## config.mk

```make
export PLATFORM = sky130hd
export DESIGN_NAME = pc_fetch_sequencer
export DESIGN_NICKNAME = d
export VERILOG_FILES = /design/src/rtl/pc_seq_pkg.sv /design/src/rtl/pc_fetch_sequencer_next_pc_calc.sv /design/src/rtl/pc_fetch_sequencer.sv
export SDC_FILE = /design/constraint.sdc
export NUM_CORES = 1
export LEC_CHECK = 0
export CAP_MARGIN = 20
export CORE_ASPECT_RATIO = 1.4
export CORE_MARGIN = 8
export CORE_UTILIZATION = 30
export CTS_BUF_LIST = sky130_fd_sc_hd__clkbuf_4 sky130_fd_sc_hd__clkbuf_8
export DETAILED_ROUTE_END_ITERATION = 10
export SLEW_MARGIN = 20
export SYNTH_ARGS = -nofsm -noshare
export SYNTH_HDL_FRONTEND = slang
export SYNTH_SLANG_ARGS = --single-unit
```

## constraint.sdc

```tcl
create_clock -name clk -period 6.8 [get_ports clk]
set_input_delay 1.02 -clock clk [delete_from_list [all_inputs] [get_ports clk]]
set_output_delay 1.02 -clock clk [all_outputs]
set_load 0.02 [all_outputs]
```

## src/rtl/pc_seq_pkg.sv

```systemverilog
// Shared types, constants and helpers for the PC fetch sequencer and its
// next-PC datapath.
package pc_seq_pkg;

  typedef enum logic [1:0] {
    S_BOOT,
    S_REQ,
    S_HOLD
  } seqState_t;

  localparam logic [31:0] PC_INCR         = 32'd4;
  localparam logic [31:0] ADDR_ALIGN_MASK = 32'hFFFF_FFFC;

  // Jump target keeps the 256 MB region of the sequential PC.
  function automatic logic [31:0] jump_target(input logic [31:0] pc4,
                                              input logic [25:0] index);
    return {pc4[31:28], index, 2'b00};
  endfunction

endpackage

```

## src/rtl/pc_fetch_sequencer_next_pc_calc.sv

```systemverilog
// Combinational next-PC selection: taken branch over jump over sequential.
module next_pc_calc
  import pc_seq_pkg::*;
(
  input  logic [31:0] instr_pc,
  input  logic        branch,
  input  logic        alu_zero,
  input  logic [31:0] branch_offset,
  input  logic        jump,
  input  logic [25:0] jump_index,
  output logic [31:0] next_pc
);

  logic [31:0] pc4;

  always_comb begin
    pc4     = instr_pc + PC_INCR;
    next_pc = pc4;
    if (branch && alu_zero) begin
      next_pc = pc4 + {branch_offset[29:0], 2'b00};
    end else if (jump) begin
      next_pc = jump_target(pc4, jump_index);
    end
  end

endmodule

```

## src/rtl/pc_fetch_sequencer.sv

```systemverilog
// Handshaked fetch controller: owns the PC, requests instruction memory and
// holds each fetched word until the downstream stage accepts it.
module pc_fetch_sequencer
  import pc_seq_pkg::*;
#(
  parameter int unsigned RESET_SETTLE = 1,
  parameter int unsigned CNT_W        = 32
) (
  input  logic             clk,
  input  logic             rst,
  input  logic [31:0]      start_pc,
  output logic             imem_req,
  output logic [31:0]      imem_addr,
  input  logic             imem_ready,
  input  logic [31:0]      imem_rdata,
  output logic             instr_valid,
  output logic [31:0]      instr,
  output logic [31:0]      instr_pc,
  input  logic             instr_accept,
  input  logic             branch,
  input  logic             alu_zero,
  input  logic [31:0]      branch_offset,
  input  logic             jump,
  input  logic [25:0]      jump_index,
  output logic [CNT_W-1:0] fetch_count
);

  localparam logic [3:0] BOOT_INIT = 4'(RESET_SETTLE - 1);

  seqState_t   state;
  logic [3:0]  bootCnt;
  logic [31:0] pc;
  logic [31:0] nextPc;

  next_pc_calc u_nextPc (
    .instr_pc      (instr_pc),
    .branch        (branch),
    .alu_zero      (alu_zero),
    .branch_offset (branch_offset),
    .jump          (jump),
    .jump_index    (jump_index),
    .next_pc       (nextPc)
  );

  // pc only changes while no request is outstanding, so the address is stable.
  assign imem_addr = pc;

  always_ff @(posedge clk) begin
    if (rst) begin
      state       <= S_BOOT;
      bootCnt     <= BOOT_INIT;
      pc          <= '0;
      imem_req    <= 1'b0;
      instr_valid <= 1'b0;
      instr       <= '0;
      instr_pc    <= '0;
      fetch_count <= '0;
    end else begin
      case (state)
        S_BOOT: begin
          if (bootCnt == 4'd0) begin
            pc       <= start_pc & ADDR_ALIGN_MASK;
            imem_req <= 1'b1;
            state    <= S_REQ;
          end else begin
            bootCnt <= bootCnt - 4'd1;
          end
        end
        S_REQ: begin
          if (imem_ready) begin
            instr       <= imem_rdata;
            instr_pc    <= pc;
            instr_valid <= 1'b1;
            imem_req    <= 1'b0;
            state       <= S_HOLD;
          end
        end
        S_HOLD: begin
          if (instr_accept) begin
            fetch_count <= fetch_count + CNT_W'(1);
            instr_valid <= 1'b0;
            pc          <= nextPc;
            imem_req    <= 1'b1;
            state       <= S_REQ;
          end
        end
        default: begin
          state    <= S_BOOT;
          bootCnt  <= BOOT_INIT;
          imem_req <= 1'b0;
        end
      endcase
    end
  end

endmodule

```

==> flow_summary.yaml <==
status:
  outcome: "completed"
drt:
  drc: 0
  antenna_left: 0
  dr.pass1.iters: 5
  vias_per_cell: 5.03
  wl_per_cell_um: 18.4
  drtIter0Drc: 461
  num_vias: 8408
  wirelength_um: 30700
clock_tree:
  cts_tree: "done"
  cts_setup_buffers: 0
  cts_max_level: 4
  cts_root_buf: "clkbuf_8"
  cts_buffers: 17
  worstSkewPairLatency_ns: 0.46
  cts_buffer_depth: 2
  cts.sinks: 135
  ctsResizeCount: 0
  hold_buffers: 0
  cts.clk_slew.worst_paths_ns: 0.08
setup_path:
  crit_required_ns: 7.15
  worstSetupEndpointType: "register"
  path_delay_family: "compound AO/OA/AOI/OAI gates"
  crit_buf_inv: 0
  start_kind: "register"
  crit_type: "register to register"
  cp_slowest_cell: "dfxtp_1"
  cp_max_fo: 9
  cpPeakStageDelay_ns: 0.45
  critical_path_arrival_ns: 4.53
  crit_chain: "and4_1, and3_1, and3_1, nand3_1, xnor2_1, ha_1, a21o_1, a21o_1, a21oi_1, nand2_1, a211oi_1, o21bai_1, or3_1, a21oi_1, o41ai_1"
sta:
  fmaxAchievable_mhz: 240
  finalHoldViolCount: 0
  rsz0062_at_grt: "no"
  maxSlewViolCount: 0
  finalSetupViolCount: 0
  setup_tns_ns: 0
  whs_ns: 0.452
  relSlewSlack: 0.330
  fin_crit_ns: 4.17
  post-route-period-util: 0.614
  tightest_slew_ns: 1.00
  clock_skew_ns: 0.0131
pwr:
  powerDensity_nw_per_um2: 289
  leakage_nw: 4.25
  p_total_w: 0.00329
  max-vdd-ir-drop_mv: 0.195
finish:
  final_core_util: 0.425
  drive_above_1_share: 0.0476
  nNetsFinal: 1461
  syn2layout_area_growth_pct: 40.5
  fillCellCount: 2706
  fin_cells: 1670
logic_synthesis:
  synth_compound_area_frac: 0.210
  syn_area_um2: 8090
  syn_area_per_cell_um2: 7.61
  synth_edf_count: 0
  synth_top_area_cell: "dfxtp_1"
  syn_nets: 1235
  yosysTopAreaCellShare: 0.334
  yosysUniqueCellTypes: 65
  synth_adder_area_share: 0.0674
  ys_seq_area_frac: 0.334
  ys.flop_type: "dfxtp_1"
  synth-simple-area-share: 0.246
  synthCells: 1063
  synthMuxAreaShare: 0.0264
  synth_xor_area_frac: 0.0823
  ys_async_sr_fraction: 0
  ys_ff_latch: 135
  yosysWarningCount: 0
  synth_top_family_by_area: "simple AND/OR/NAND/NOR gates"
  yosys-top-cells-area: "dfxtp_1 33%, nand2_1 11%, a21oi_1 7.6%"
grt:
  met3_usage: 0.0453
  grt_max_degree: 73
  grt.busiest_layer: "met2"
  use_met1: 0.208
  track_usage: 0.185
  grt_pass1_vias: 8396
  grt_overflow: 0
  grt_pass1_wl_um: 47100
  gr-usage-met2: 0.329
  antenna_found_initial: 5
floorplan:
  fp.dieArea_um2: 32600
  initial_core_util: 0.303
  io_pins: 259
  core-area_um2: 26700
  dieHeight_um: 210
  die_x_um: 155
  rows: 71
job:
  max_cap_violations: 0
placement:
  routabilityCongestion: 0.888
  hpwlAfterDp_um: 23000
  dp.cells: 1635
  port-buffer-count: 254
worst_hold_path:
  hold_class: "register to register"
synth_stat cells (6+ instances only):
master	number
nand2_1	239
dfxtp_1	135
a21oi_1	123
nor2_1	83
xor2_1	43
ha_1	42
clkbuf_1	35
xnor2_1	33
nand3_1	30
o211ai_1	30
o21ai_0	22
nor3_1	21
a21o_1	20
mux2i_1	18
nand4_1	17
inv_1	16
buf_1	14
and3_1	13
nand2b_1	10
o21a_1	9
and4_1	8
a211oi_1	7
nor2b_1	7
or3_1	7
a31oi_1	6
and2_1	6
o221ai_1	6
through the flow:
stage / cell area [um2] / setup WS (ns)
after floorplan: 8090 / 3.33
final: 11400 / 2.63
after global placement: 10900 / 2.53
after CTS: 11400 / 2.68
after detailed placement: 10900 / 2.55
after global routing: 11400 / 2.25
layout by cell type (no fill, tap or decap), drive strengths merged, types with 7 or more instances in the layout:
master and count:
a21o 20, o211ai 31, and3 13, mux2i 18
nor2 84, o21ai 25, buf 8, a211oi 7
or3 7, nand4 17, nor2b 7, inv 17
ha 42, clkdlybuf4s50 253, o21a 9, xnor2 33
and4 8, clkbuf 23, a31oi 7, dfxtp 135
xor2 43, nand2 239, a21oi 124, nand2b 10
nand3 30, nor3 21
metal layers:
layer / vias to the layer above / part of all wire
met5: - / 0.00088
met4: 4 / 0.025
met3: 44 / 0.060
met2: 245 / 0.50
met1: 3939 / 0.41
li1: 4176 / -
sequential cells by signal, indices dropped and copies added, names as in the netlist:
name	flops
fetch_count	32
imem_addr	32
instr	32
instr_pc	32
bootCnt	4
state	2
instr_valid	1
worst paths after layout:
kind | startpoint | slack [ns] | to | cells after the start
worst min-delay path | instr[23]$_SDFFE_PP0P_ | 0.45 | instr[23]$_SDFFE_PP0P_ | 2
worst max register to register | instr_pc[4]$_SDFFE_PP0P_ | 2.63 | imem_addr[31]$_SDFFE_PP0P_ | 15
worst max-delay path | instr_pc[4]$_SDFFE_PP0P_ | 2.63 | imem_addr[31]$_SDFFE_PP0P_ | 15
worst min register to register | instr[23]$_SDFFE_PP0P_ | 0.45 | instr[23]$_SDFFE_PP0P_ | 2
power by group:
group	internal, W	switching, W
Combinational	0.000595	0.000944
Sequential	0.000913	0.000111
Clock	0.000401	0.000321
Total	0.00191	0.00138
logic make-up (layout without fill, tap and decap cells):
family,after synthesis,count (layout)
buffers and inverters,71,310
XOR/XNOR,76,76
multiplexers,21,21
adder cells (fa/ha/maj),43,43
other,0,3
flip-flops,135,135
AO/OA/AOI/OAI,266,266
AND/OR/NAND/NOR,451,451
worst register-to-register path, delay by kind of cell (launching register included):
| kind | cells | cell delay (ns) |
|---|---|---|
| AO/OA/AOI/OAI | 7 | 1.56 |
| XOR/XNOR | 1 | 0.24 |
| adder cells (fa/ha/maj) | 1 | 0.35 |
| flip-flops | 1 | 0.45 |
| AND/OR/NAND/NOR | 6 | 1.48 |
cell type report:
class | count | area [um2] | area share
repair buffers | 261 | 2590 | 0.228
clock buffers | 23 | 298 | 0.0262
flip-flops and latches | 135 | 2700 | 0.238
well taps | 365 | 457 | 0.0402
inverters | 17 | 63.8 | 0.00561
multi-input cells | 857 | 5120 | 0.451
diodes | 3 | 7.51 | 0.000661
clock inverters | 9 | 123 | 0.0108
(Power assumes the default switching activity.)
